==> src/rtl/transmit.sv <==
// Two-entry skid buffer between a producer and the downstream receive stage.
// All handshake outputs are decoded from registers, so no input reaches an output combinationally.
module transmit #(
  parameter int N  = 32,
  parameter int CW = 16
) (
  input  logic          clk,
  input  logic          rst_n,
  input  logic          in_valid,
  input  logic [N-1:0]  in_data,
  output logic          in_ready,
  input  logic          flush,
  output logic          out_valid,
  output logic [N-1:0]  out_data,
  input  logic          out_ready,
  output logic [CW-1:0] sent_cnt
);

  typedef enum logic [1:0] {
    EMPTY = 2'd0,
    BUSY  = 2'd1,
    FULL  = 2'd2
  } state_t;

  state_t       state, state_nxt;
  logic [N-1:0] main_q, main_nxt;
  logic [N-1:0] skid_q, skid_nxt;
  logic         in_fire, out_fire;

  assign out_valid = (state != EMPTY);
  assign in_ready  = (state != FULL);
  assign out_data  = main_q;

  assign in_fire  = in_valid & in_ready;
  assign out_fire = out_valid & out_ready;

  always_ff @(posedge clk or negedge rst_n) begin
    if (!rst_n) begin
      state    <= EMPTY;
      main_q   <= '0;
      skid_q   <= '0;
      sent_cnt <= '0;
    end else begin
      state  <= state_nxt;
      main_q <= main_nxt;
      skid_q <= skid_nxt;
      if (out_fire)
        sent_cnt <= sent_cnt + CW'(1);
    end
  end

  always_comb begin
    state_nxt = state;
    main_nxt  = main_q;
    skid_nxt  = skid_q;
    unique case (state)
      EMPTY: begin
        if (in_fire) begin
          main_nxt  = in_data;
          state_nxt = BUSY;
        end
      end
      BUSY: begin
        if (in_fire && out_fire) begin
          main_nxt = in_data;
        end else if (out_fire) begin
          state_nxt = EMPTY;
        end else if (in_fire) begin
          skid_nxt  = in_data;
          state_nxt = FULL;
        end
      end
      FULL: begin
        if (out_fire) begin
          main_nxt  = skid_q;
          state_nxt = BUSY;
        end
      end
      default: state_nxt = EMPTY;
    endcase
    // Flush drops any word accepted this cycle; the output transfer is still counted above.
    if (flush) begin
      state_nxt = EMPTY;
      main_nxt  = main_q;
      skid_nxt  = skid_q;
    end
  end

endmodule

==> config.mk <==
export PLATFORM = sky130hd
export DESIGN_NAME = transmit
export DESIGN_NICKNAME = d
export VERILOG_FILES = /design/src/rtl/transmit.sv
export SDC_FILE = /design/constraint.sdc
export NUM_CORES = 1
export LEC_CHECK = 0
export CAP_MARGIN = 15
export CELL_PAD_IN_SITES_DETAIL_PLACEMENT = 1
export CELL_PAD_IN_SITES_GLOBAL_PLACEMENT = 2
export CORE_ASPECT_RATIO = 1.75
export CORE_MARGIN = 2
export CORE_UTILIZATION = 34
export DETAILED_ROUTE_END_ITERATION = 7
export PLACE_DENSITY = 0.84
export SETUP_SLACK_MARGIN = 0.3
export SLEW_MARGIN = 20
export SYNTH_ARGS = -nofsm -noshare
export SYNTH_HDL_FRONTEND = slang
export SYNTH_SLANG_ARGS = --single-unit
export TNS_END_PERCENT = 10
==> constraint.sdc <==
create_clock -name clk -period 2.9 [get_ports clk]
set_input_delay 0.29 -clock clk [delete_from_list [all_inputs] [get_ports clk]]
set_output_delay 0.29 -clock clk [all_outputs]
set_load 0.005 [all_outputs]
==> impl_metrics.env <==
export IMPL_start_util_pct=34.4
export IMPL_r2r_end="out_data[13]"
export IMPL_dp_hpwl_um=6040
export IMPL_grt_usage_pct=16.7
export IMPL_netlist_instances=313
export IMPL_antenna_cells=0
export IMPL_use_met1_pct=20.0
export IMPL_worst_hold_path_type="input port to async pin"
export IMPL_clkLatencyLatePin_ns=0.33
export IMPL_timing_fmax_ghz=0.413
export IMPL_power_density_mw_per_mm2=701
export IMPL_maxCapViolations=0
export IMPL_grt_max_degree=83
export IMPL_drc=0
export IMPL_finalCriticalPeriod_ns=2.42
export IMPL_cp_data_required_time_ns=2.61
export IMPL_worstPathArrival_ns=2.13
export IMPL_use_met2_pct=29.4
export IMPL_synth_ff_type="dfrtp_1"
export IMPL_die_w_um=82.2
export IMPL_vias=2584
export IMPL_synth_top_area_share_pct=56.4
export IMPL_post_cts_buffers=0
export IMPL_setup_tns_ns=0
export IMPL_met3_usage_pct=2.88
export IMPL_yosysSeqAreaShare_pct=56.4
export IMPL_dr_pass1_iters=4
export IMPL_finalCritPeriodShare_pct=83.6
export IMPL_synth_area_leaders="dfrtp_1, mux2_2, nand2_1, xnor2_1, xor2_1"
export IMPL_ctsHoldBuffers=0
export IMPL_ys_warn_count=0
export IMPL_drv_slew=0
export IMPL_core_area_mm2=0.0106
export IMPL_ctsRootBufferMaster="clkbuf_16"
export IMPL_vdd_ir_drop_max_v=0.000322
export IMPL_syn_area_per_cell_um2=11.6
export IMPL_cts_sinks=82
export IMPL_rsz0062_at_grt="false"
export IMPL_netlist_area_mm2=0.00364
export IMPL_synth_edf_count=0
export IMPL_overflow=0
export IMPL_utilization_pct=46.7
export IMPL_dieArea_mm2=0.0116
export IMPL_timing_rr_start="state[1]"
export IMPL_final_setup_skew_ns=0.00407
export IMPL_rrSetupSlack_ns=0.79
export IMPL_ys_seq_elements=82
export IMPL_crit_path_max_fanout=17
export IMPL_layout_drive_gt1_share_pct=23.6
export IMPL_grt_pass1_wl_um=14700
export IMPL_max_slew_margin_pct=49.5
export IMPL_p_leak_nw=2.21
export IMPL_clkSlewWorstSetupHoldPaths_ns=0.06
export IMPL_routabilityCongestion=0.704
export IMPL_syn_nets=351
export IMPL_viasPerCell=4.81
export IMPL_fin_nets=440
export IMPL_violations="negative hold slack"
export IMPL_worst_slew_pin_slew_ns=0.754
export IMPL_cts_max_level=3
export IMPL_cp_end_kind="output pin"
export IMPL_cts_tree="built"
export IMPL_grt_busiest_layer="met2"
export IMPL_reg2regPathDepth=6
export IMPL_fill_cells=1155
export IMPL_fin_hold_ws_ns=-0.0121
export IMPL_cts_buffers=9
export IMPL_ios=87
export IMPL_first_global_vias=2886
export IMPL_ant_nets=0
export IMPL_async_reset_ff_share_pct=100
export IMPL_path_class="flop to output pin"
export IMPL_yosysTopAreaCell="dfrtp_1"
export IMPL_port_buffers=86
export IMPL_post_drt_wl_per_cell_um=16.4
export IMPL_setup_violations_final=0
export IMPL_start_kind="flop"
export IMPL_area_growth_synth_to_final_pct=35.7
export IMPL_ys_types=29
export IMPL_antenna_found_initial=0
export IMPL_rows=50
export IMPL_clockBufferDepth=2
export IMPL_hold_violations=3
export IMPL_initialDrtViolationCount=83
export IMPL_routed_wl_um=8830
export IMPL_outcome="complete, but fails checks"
export IMPL_fp_dieH_um=141
-- final cells by class --
cell class	instances	area (um2)	share of cell area [%]
flip-flops and latches	82	2050	41.6
clock buffers	12	256	5.20
well taps	130	163	3.30
multi-input cells	216	1510	30.5
clock inverters	4	50.0	1.01
inverters	2	7.51	0.152
repair buffers	91	900	18.2
-- worst max-delay path: stages, from the launching register on --
cell	delay (ns)
dfrtp_1	0.49
nor2b_4	0.53
inv_2	0.25
clkdlybuf4s50_1	0.52
-- cells in the final DEF (no fill, tap or decap) --
cell type and n:
mux2_1 1, dfrtp_1 82, nor2_1 3, nand4_1 3, clkinvlp_4 2, mux2_2 64, nand3b_1 1, and3_1 3
xor2_1 6, bufinv_16 1, a21oi_4 1, o21a_1 1, clkdlybuf4s50_1 85, nand2_1 100, inv_1 1, ha_1 1
or2_2 2, nor2b_1 1, buf_6 1, xnor2_1 9, nor4_2 2, nand3_1 9, clkinv_2 1, o21ai_2 1
clkbuf_8 2, a21oi_1 1, nand2b_4 1, nor2b_4 1, nor3_1 2, inv_2 1, clkbuf_16 9, buf_4 5
o22a_1 1, nor2b_2 1, clkbuf_1 1, nor3b_4 1
-- cells in the mapped netlist, types with 2 or more instances --
| master | number |
|---|---|
| and3_1 | 3 |
| buf_2 | 6 |
| buf_4 | 3 |
| buf_6 | 3 |
| clkbuf_1 | 2 |
| dfrtp_1 | 82 |
| mux2_2 | 64 |
| nand2_1 | 100 |
| nand3_1 | 9 |
| nand4_1 | 3 |
| nor2_1 | 3 |
| nor2b_1 | 2 |
| nor3_1 | 2 |
| nor4_2 | 2 |
| or2_2 | 2 |
| xnor2_1 | 9 |
| xor2_1 | 6 |
-- where the power goes --
group	switching, mW	internal [mW]	total [mW]
clock	0.440	0.713	1.15
sequential	0.176	1.41	1.58
combinational	0.238	0.487	0.725
-- metrics by stage --
step	total power, mW	std cells	setup WS (ns)	instance area, um2
after floorplan	1.89	313	1.33	3640
after global placement	2.29	520	0.568	4620
after detailed placement	2.34	520	0.496	4620
after CTS	3.52	537	0.391	4930
after global routing	3.66	537	0.344	4940
final	3.46	537	0.477	4940
-- logic make-up (layout without fill, tap and decap cells) --
group	Yosys count	count (layout)	share of synthesized area, %
fa+ha+maj	1	1	0.344
compound gates	5	5	1.07
simple gates	129	130	15.7
xor+xnor	15	15	3.61
buf+inv	16	109	2.79
flops	82	82	56.4
mux	65	65	20.1
-- state kept, by name, summed over array words and instances, names as in the netlist --
name	count
skid_q	32
sent_cnt	16
out_data	32
state	2
-- routing by layer --
layer	vias to the layer above	share of wire (%)
met5	-	0
met2	49	56
met1	1309	40
li1	1219	-
met4	0	1.5
met3	7	2.6
-- what timing repair did --
| item | CTS | global route |
|---|---|---|
| hold endpoints to repair | 0 | 0 |
| setup endpoints to repair | 1 | 0 |
| gates resized for setup | 0 | 0 |
-- how the worst max path moves through the flow --
stage	from	end	slack, ns	depth (start not counted)
after floorplan	state[1]	skid_q[10]	1.33	4
after global placement	state[1]	in_ready	0.57	3
after detailed placement	state[1]	out_data[13]	0.50	6
after CTS	state[1]	in_ready	0.39	3
after global routing	state[1]	in_ready	0.34	3
final	state[1]	in_ready	0.48	3
Power figures use the tool's default switching activity.
==> edit: new RTL, config.mk and constraints unchanged <==
The parameter `CW` goes from 16 to 17.
--- a/src/rtl/transmit.sv
+++ b/src/rtl/transmit.sv
@@ -2,7 +2,7 @@
 // All handshake outputs are decoded from registers, so no input reaches an output combinationally.
 module transmit #(
   parameter int N  = 32,
-  parameter int CW = 16
+  parameter int CW = 17
 ) (
   input  logic          clk,
   input  logic          rst_n,
Ports: changed (resized sent_cnt); port bits go from 87 to 88. No check against the original RTL was run, so the function may have changed too.
==> edit against the original RTL <==
- global-route usage is 0.14 points lower
- worst setup slack better by 160 ps
- final area is 1.7% higher
- wire length is 1.3% higher
- total power hardly changed
- synthesized cell count is 2.6% higher
- register-to-register slack better by 140 ps
- sequential cell count is 1 higher
- clock power hardly changed
- core utilization is 0.54 points higher
- combinational power is 0.6% lower
- synthesized area is 1.2% higher
==> edit: results <==
set metrics [dict create \
    comb_power_share_pct 20.8 \
    synth-adder-area-share_pct 0.3398 \
    ir_worst_vdd_uv 403.0 \
    drt-met1-wl_mm 3.506 \
    grt_pass1_vias 2940 \
    wl_met3_um 323 \
    crit_arrival_ps 1980 \
    synthMuxAreaShare_pct 19.88 \
    grt_use_met1_pct 19.28 \
    hp-class "reg -> reg" \
    grt_util_met3_pct 3.372 \
    wirelength_mm 8.944 \
    nNetsFinal 451 \
    routedWlPerCell_um 16.32 \
    grtUsageMet2_pct 28.90 \
    numPortBuffers 87 \
    n_fill_cell 1152 \
    dp.final_hpwl_mm 6.008 \
    rr_endpoint "out_data[12]" \
    max_stage_delay_ps 510 \
    finalHoldViolations 0 \
    leakagePower_nw 2.245 \
    place.gp.congestion 0.7171 \
    synth_fp_nets 359 \
    met2_length_mm 4.972 \
    grt_usage_pct 16.57 \
    p_int_mw 2.580 \
    vias 2668 \
    dp.cells 530 \
    status "finished, final reports clean" \
    ys_top_cells_by_count "nand2_1, dfrtp_1, mux2_2, xor2_1" \
    slew-limit-headroom_pct 48.41 \
]
==> edit: stage by stage <==
stage	instance area, µm²	setup WS [ps]
global route	5022	477.8
global placement	4702	603.3
detailed placement	4702	551.2
finish	5022	632.1
floorplan	3682	1340
CTS	5014	367.6
==> edit: area by class of cell <==
class | count | area share [%]
multi-input cells | 223 | 30.69
inverters | 3 | 0.2242
repair buffers | 93 | 18.49
well taps | 130 | 3.239
clock inverters | 7 | 1.520
clock buffers | 9 | 4.484
flip-flops and latches | 83 | 41.36
==> edit: kinds of logic (layout without fill, tap and decap cells) <==
family,after synthesis,after routing
AO/OA/AOI/OAI,6,6
XOR/XNOR,16,16
adder cells (fa/ha/maj),1,1
buffers and inverters,16,112
flip-flops,83,83
multiplexers,65,65
AND/OR/NAND/NOR,134,135
==> edit: what timing repair did <==
item / 4_1_cts / 5_1_grt
hold buffers: 1 / 0
setup endpoints to repair: 0 / 1
endpoints found under the hold margin: 41 / 0
buffers inserted: 0 / 0
==> edit: how the worst max path moves through the flow <==
stage / start / end / slack, ps / cells after the start
3_3_place_gp: out_ready / out_data[26] / 600 / 6
3_5_place_dp: out_ready / out_data[16] / 550 / 6
4_1_cts: state[1] / in_ready / 370 / 3
5_1_grt: state[1] / in_ready / 480 / 3
2_1_floorplan: state[1] / skid_q[12] / 1340 / 4
6_report: state[1] / in_ready / 630 / 3
==> edit: worst reg2reg max path, stage by stage (launching register included) <==
cell and delay (ps):
dfrtp_1 510, nor2b_4 500, inv_2 120, buf_4 270, nand2_1 130, nand2_1 60
mux2_2 250
==> edit: power groups by stage <==
stage,clock network [mW],logic (mW),registers (mW)
floorplan,0,0.314,1.59
global placement,0,0.706,1.60
detailed placement,0,0.730,1.62
CTS,1.19,0.737,1.60
global route,1.23,0.797,1.64
finish,1.15,0.721,1.59
